**src/rtl/mem_wb_pipe_reg.sv**
```systemverilog
// MEM->WB pipeline stage with valid/ready flow control, flush, write-back select and retire counter.
// Optional MEM_WB_SKID_EN: two-entry skid buffer with a registered in_ready.
module mem_wb_pipe_reg #(
    parameter int DATA_W     = 32,
    parameter int REG_ADDR_W = 5,
    parameter int CNT_W      = 32,
    parameter int ZERO_REG   = 1
) (
    input  logic                  clk,
    input  logic                  rst,
    input  logic                  in_valid,
    output logic                  in_ready,
    input  logic                  flush,
    input  logic                  RegWrite,
    input  logic                  MemtoReg,
    input  logic [DATA_W-1:0]     ALUresult,
    input  logic [DATA_W-1:0]     readData,
    input  logic [REG_ADDR_W-1:0] writeReg,
    output logic                  out_valid,
    input  logic                  out_ready,
    output logic                  RegWriteOut,
    output logic                  MemtoRegOut,
    output logic [DATA_W-1:0]     ALUresultOut,
    output logic [DATA_W-1:0]     readDataOut,
    output logic [REG_ADDR_W-1:0] writeRegOut,
    output logic [DATA_W-1:0]     wbData,
    output logic [CNT_W-1:0]      retired_count
);

    localparam int ENT_W = 2 + 2 * DATA_W + REG_ADDR_W;

    logic [ENT_W-1:0]      in_ent;
    logic [ENT_W-1:0]      main_q;
    logic                  valid_q;
    logic [CNT_W-1:0]      cnt_q;
    logic                  reg_write_q;
    logic                  accept;
    logic                  consume;
    logic                  zero_dest;

    assign in_ent  = {RegWrite, MemtoReg, ALUresult, readData, writeReg};
    assign accept  = in_valid & in_ready;
    assign consume = valid_q & out_ready;

    assign {reg_write_q, MemtoRegOut, ALUresultOut, readDataOut, writeRegOut} = main_q;

    assign out_valid     = valid_q;
    assign retired_count = cnt_q;
    assign zero_dest     = (ZERO_REG != 0) && (writeRegOut == '0);
    assign RegWriteOut   = reg_write_q & valid_q & ~zero_dest;
    assign wbData        = MemtoRegOut ? readDataOut : ALUresultOut;

    // Retire counter counts every handshake, flush does not clear it.
    always_ff @(posedge clk) begin
        if (rst) begin
            cnt_q <= '0;
        end else if (consume) begin
            cnt_q <= cnt_q + CNT_W'(1);
        end
    end

`ifdef MEM_WB_SKID_EN
    logic [ENT_W-1:0] skid_q;
    logic             skid_full_q;

    // in_ready depends only on a flop, so out_ready never reaches it combinationally.
    assign in_ready = ~skid_full_q;

    always_ff @(posedge clk) begin
        if (rst) begin
            valid_q     <= 1'b0;
            main_q      <= '0;
            skid_q      <= '0;
            skid_full_q <= 1'b0;
        end else if (flush) begin
            valid_q     <= 1'b0;
            skid_full_q <= 1'b0;
        end else if (consume) begin
            if (skid_full_q) begin
                main_q      <= skid_q;
                skid_full_q <= 1'b0;
            end else if (accept) begin
                main_q <= in_ent;
            end else begin
                valid_q <= 1'b0;
            end
        end else if (accept) begin
            if (valid_q) begin
                skid_q      <= in_ent;
                skid_full_q <= 1'b1;
            end else begin
                main_q  <= in_ent;
                valid_q <= 1'b1;
            end
        end
    end
`else
    assign in_ready = ~valid_q | out_ready;

    always_ff @(posedge clk) begin
        if (rst) begin
            valid_q <= 1'b0;
            main_q  <= '0;
        end else if (flush) begin
            valid_q <= 1'b0;
        end else if (accept) begin
            main_q  <= in_ent;
            valid_q <= 1'b1;
        end else if (consume) begin
            valid_q <= 1'b0;
        end
    end
`endif

endmodule

```
**config.mk**
```make
export PLATFORM = sky130hd
export DESIGN_NAME = mem_wb_pipe_reg
export DESIGN_NICKNAME = d
export VERILOG_FILES = /design/src/rtl/mem_wb_pipe_reg.sv
export SDC_FILE = /design/constraint.sdc
export NUM_CORES = 1
export LEC_CHECK = 0
export CORE_UTILIZATION = 43
export CTS_CLUSTER_DIAMETER = 30
export DETAILED_ROUTE_END_ITERATION = 7
export GPL_ROUTABILITY_DRIVEN = 0
export GPL_TIMING_DRIVEN = 0
export PLACE_DENSITY = 0.8
export SETUP_SLACK_MARGIN = 0.3
export SYNTH_ARGS = -nofsm -noshare
export SYNTH_HDL_FRONTEND = slang
export SYNTH_SLANG_ARGS = --single-unit
```
**constraint.sdc**
```tcl
create_clock -name clk -period 2.1 [get_ports clk]
set_input_delay 0.42 -clock clk [delete_from_list [all_inputs] [get_ports clk]]
set_output_delay 0.42 -clock clk [all_outputs]
set_load 0.01 [all_outputs]
```
Word level (Yosys, flattened, before mapping)
Cells that the tools add are included.
Operators by class
  add/subtract/negate cells: 1
  multiplexer cells: 3
  bitwise logic cells: 8
  reduce and logical (&&, ||, !) cells: 4
Operators with widths (count)
  adder 32 x 1 -> 32 bit (second input constant): 1
  two-way mux 32 bit: 1
  zero test 5 bit: 1
  bitwise AND 1 bit: 4
  NOT 1 bit: 3
  two-way mux 1 bit: 2
  AND reduction 2 bit: 1
  nonzero test 2 bit: 1
  OR reduction 2 bit: 1
  bitwise OR 1 bit: 1
Word-level totals
  register bits after elaboration: 104

Longest topological paths before layout
  depth in word-level cells: 4
  depth in mapped cells: 6
  mapped depth without buffers: 5

Least setup slack after synthesis
OpenSTA, ideal clock, no wires.
  path type: register to register
  from: register cnt_q[0] (netlist: retired_count[0])
  to: register cnt_q[26] (netlist: retired_count[26])
  library setup time: 70 ps
  arrival: 1839 ps
  required time: 2030 ps
  setup slack: 191 ps
  cell stages (with the launch flop): 7
  buffers on the path: 1
  cell sequence: dfxtp_1 -> ha_1 -> and4_2 -> clkbuf_1 -> nand4_1 -> or4_1 -> a21oi_1
On the way
  cells in the longest elaborated chain, start to end: 1
RTL lines
  start: declaration: RTL line 35  | logic [CNT_W-1:0] cnt_q;
  start signal: assignment: RTL line 58  | cnt_q <= cnt_q + CNT_W'(1);
  adder 32 x 1 -> 32 bit: RTL line 58
No other way between the ends.
A chain may end at the register's enable or synchronous reset.

Worst setup path in the final report
  from: register main_q[69]
  to: output wbData[20]
On the way
  cells in the longest elaborated chain, start to end: 1
RTL lines
  start: declaration: RTL line 33  | logic [ENT_W-1:0] main_q;
  start signal: assignment: RTL line 107  | main_q <= in_ent;
  two-way mux 32 bit: RTL line 51  | assign wbData = MemtoRegOut ? readDataOut : ALUresultOut;
  end: declaration: RTL line 26  | output logic [DATA_W-1:0] wbData,
No other way between the ends.

==> out/metrics.sh <==
FINAL_CORE_UTIL_PCT=76.8
POWER-PER-CELL-AREA_nW_PER_UM2=534
CTS_ROOT_BUF='sky130_fd_sc_hd__clkbuf_16'
P_LEAK_nW=3.56
MAX_CLOCK_FREQ_MHz=523
SLEW_VIOLATIONS=0
PRE_CTS_WS_NS=-0.539
LARGEST_NET_DEGREE_AT_THE_START_OF_GLOBAL_ROUTING=19
SYNTH_AREA_PER_CELL_UM2=8.13
OVERFLOW=0
DRT_FIRST_PASS_ITERS=5
FINAL.FILL_COUNT=733
IR_DROP_mV=0.361
SYNTH_AREA_LEADERS='sky130_fd_sc_hd__dfxtp_1 42%, sky130_fd_sc_hd__nand2_1 12%, sky130_fd_sc_hd__buf_4 11%'
FLOORPLAN.IO_PINS=213
WORST_REG_TO_REG_SETUP_SLACK_NS=0.22
FIN_HOLD_WS_NS=0.470
GRT_PASS1_WL_MM=25.8
BUFFER_PORTS.INSERTED=211
CRITICAL_PATH_ARRIVAL_NS=1.49
SETUP_VIOL_COUNT_FINAL=0
PLACE_HPWL_MM=11.8
LAYOUT.NETS=942
SYNTH-SEQ-CELLS=104
CRITICAL_PATH.MAX_FANOUT=5
YOSYSMOSTFREQUENTCELL='sky130_fd_sc_hd__nand2_1'
SYN_AREA_UM2=4900
ANTENNA_VIOLATING_NETS_POST_ROUTE=0
YS_ASYNC_SR_FRACTION_PCT=0
STD_CELL_ROWS=38
HOLD_FIX_BUFFERS_CTS=0
FINAL_WIRELENGTH_MM=18.0
SYNTH-MAIN-FF-CELL='sky130_fd_sc_hd__dfxtp_1'
WORSTSKEWPAIRLATENCY_NS=0.34
MAX_SLEW_MARGIN_PCT=51.3
DIE_H_UM=109
SYNTH_TOP_AREA_CELL='sky130_fd_sc_hd__dfxtp_1'
SYNTH.DISTINCT_CELLS=31
DETAIL_ROUTE.DRC_VIOLATIONS=0
N_ANTENNA_CELL=0
AREA_ENCLOSED_BY_THE_DIE_BOUNDARY_UM2=11800
ROUTE.DETAILED.VIAS_PER_INST=5.31
DIE-WIDTH_UM=109
STARTING_DENSITY_OF_THE_CORE_PCT=44.6
WORST_EP_REQUIRED_TIME_NS=1.68
CP-STARTPOINT='main_q[69]$_SDFFE_PP0P_'
CTS.PATH.MAX_BUFFERS=2
SYNTH_CELLS=603
RUN_STATUS='completed'
WORST_SETUP_PATH_END_KIND='output port'
YOSYS-TOP-CELLS-COUNT='157 x sky130_fd_sc_hd__nand2_1, 104 x sky130_fd_sc_hd__dfxtp_1, 93 x sky130_fd_sc_hd__a21oi_1'
ANTENNA_FOUND_INITIAL=0
LAUNCH_INSTANCE_OF_THE_WORST_MIN_DELAY_PATH='main_q[31]$_SDFFE_PP0P_'
DRIVE_GT1_SHARE_PCT=35.3
SYNTH_EDF_COUNT=0
LAYOUT_MIN_CYCLE_TIME_NS=1.91
GRT_PASS1_VIAS=5186
MAX_SLEW.WORST_PIN.SLEW_NS=0.730
ROUTED_WIRE_LENGTH_PER_INSTANCE_UM=17.8
KIND_OF_CRITICAL_PATH='flop to output port'
GRT_SETUP_UNREPAIRED='yes'
FIN_SKEW_NS=0.0102
WORSTREG2REGSTART='retired_count[0]$_SDFFE_PP0P_'
MAPPEDNETLISTNETS=680
HTREE_LEVELS=3
DETAIL_ROUTE.ITER0.VIOLATIONS=294
CLOCK_BUFFER_COUNT_FROM_CTS=9
PLACEABLECOREAREA_UM2=11000
CLKSINKCOUNT=104
CTS_TREE='done'
MAXCAPVIOLCOUNT=0
SYN2LAYOUT_AREA_GROWTH_PCT=72.1
FIN_WS_NS=0.189
SETUP.WORST_PATH.START_CLASS='flop'
SHARE_OF_YOSYS_CELL_AREA_CLAIMED_BY_THE_TOP_AREA_CELL_TYPE_PCT=42.5
HP-CLASS='flop to flop'
TIMING.FINAL.CRIT_SHARE_PCT=91.0
SEQ_AREA_FRAC_SYNTH_PCT=42.5
GROUTE.USAGE.OVERALL_PCT=28.1
CTS.REPORTEDPATHS.CLKPINSLEW_NS=0.07
ROUTE.VIAS.TOTAL=5359
TIMING.FINAL.HOLD_VIOLATIONS=0
YOSYS_WARNINGS=0
## kinds of logic (layout without fill, tap and decap cells)
family	count (synthesis)	count (layout)	synth area share [%]
buffers and inverters	110	377	13.8
adders and majority gates	1	1	0.255
muxes	32	32	7.35
DFF	104	104	42.5
AOI/OAI and AO/OA	115	115	12.8
and+or+nand+nor	231	231	21.6
xor gates and xnor gates	10	10	1.79
## where the power goes
part,internal [W],switching [W]
Sequential,0.00203,0.0000616
Clock,0.000816,0.000792
Combinational,0.000489,0.000317
Total,0.00333,0.00117
## sequential cells by signal, indices dropped and copies added (netlist names)
signal,flops
retired_count,32
out_valid,1
main_q,71
## timing repair
item,4_1_cts,5_1_grt
resized for setup,254,129
endpoints found under the setup margin,135,165
gates cloned,5,0
pin swaps,12,12
setup buffers,24,11
## placed cells by master, fill, tap and decap left out, types with 4 or more instances in the layout
cell / instances
sky130_fd_sc_hd__clkbuf_16: 14
sky130_fd_sc_hd__dfxtp_2: 47
sky130_fd_sc_hd__nor2_1: 11
sky130_fd_sc_hd__dfxtp_1: 44
sky130_fd_sc_hd__dfxtp_4: 13
sky130_fd_sc_hd__dlygate4sd2_1: 4
sky130_fd_sc_hd__clkdlybuf4s50_1: 158
sky130_fd_sc_hd__and3_1: 5
sky130_fd_sc_hd__a21oi_1: 87
sky130_fd_sc_hd__clkbuf_2: 16
sky130_fd_sc_hd__dlymetal6s2s_1: 15
sky130_fd_sc_hd__or4_1: 13
sky130_fd_sc_hd__nand4_1: 12
sky130_fd_sc_hd__or4_4: 6
sky130_fd_sc_hd__a21oi_2: 6
sky130_fd_sc_hd__mux2_4: 30
sky130_fd_sc_hd__buf_6: 38
sky130_fd_sc_hd__buf_4: 97
sky130_fd_sc_hd__xor2_1: 8
sky130_fd_sc_hd__o31ai_1: 12
sky130_fd_sc_hd__nand2_1: 156
sky130_fd_sc_hd__nand3_1: 8
sky130_fd_sc_hd__clkbuf_1: 10
## layer usage
metal,track usage [%],vias to the layer above,wire [um]
met5,0,-,0
met1,32.5,2546,7010
li1,-,2522,-
met3,7.17,39,1350
met2,49.5,252,9170
met4,10.8,0,479
## per-stage QoR
step	instances	cell area, um2	power, W	setup TNS (ns)
floorplan	603	4910	0.00244	0
global placement	954	7200	0.00283	-42.41
detailed placement	954	7200	0.00284	-48.22
CTS	999	8080	0.00446	0
global route	1010	8440	0.00465	0
finish	1010	8440	0.00450	0
## path summary, 6_finish.rpt
path / end / cells after the start
setup / recovery: wbData[20] / 5
hold / removal: main_q[31]$_SDFFE_PP0P_ / 2
setup reg to reg: retired_count[31]$_SDFFE_PP0P_ / 6
hold reg to reg: main_q[31]$_SDFFE_PP0P_ / 2
## area by class of cell
cell class                      instances  area (um2)  share of cell area, %
Buffer                                107         810                   9.59
Clock buffer                            9         225                   2.67
Clock inverter                          7        53.8                  0.638
Inverter                                3        11.3                  0.133
Multi-Input combinational cell        389        2410                   28.5
Sequential cell                       104        2190                   25.9
Tap cell                              140         175                   2.08
Timing Repair Buffer                  251        2570                   30.4
## critical path, stage by stage, from the launching register on
cell,delay (ns)
sky130_fd_sc_hd__dfxtp_4,0.37
sky130_fd_sc_hd__buf_8,0.13
sky130_fd_sc_hd__buf_8,0.13
sky130_fd_sc_hd__buf_6,0.11
sky130_fd_sc_hd__mux2_4,0.30
sky130_fd_sc_hd__buf_6,0.12
No activity file was read; power rests on OpenSTA's default activity.
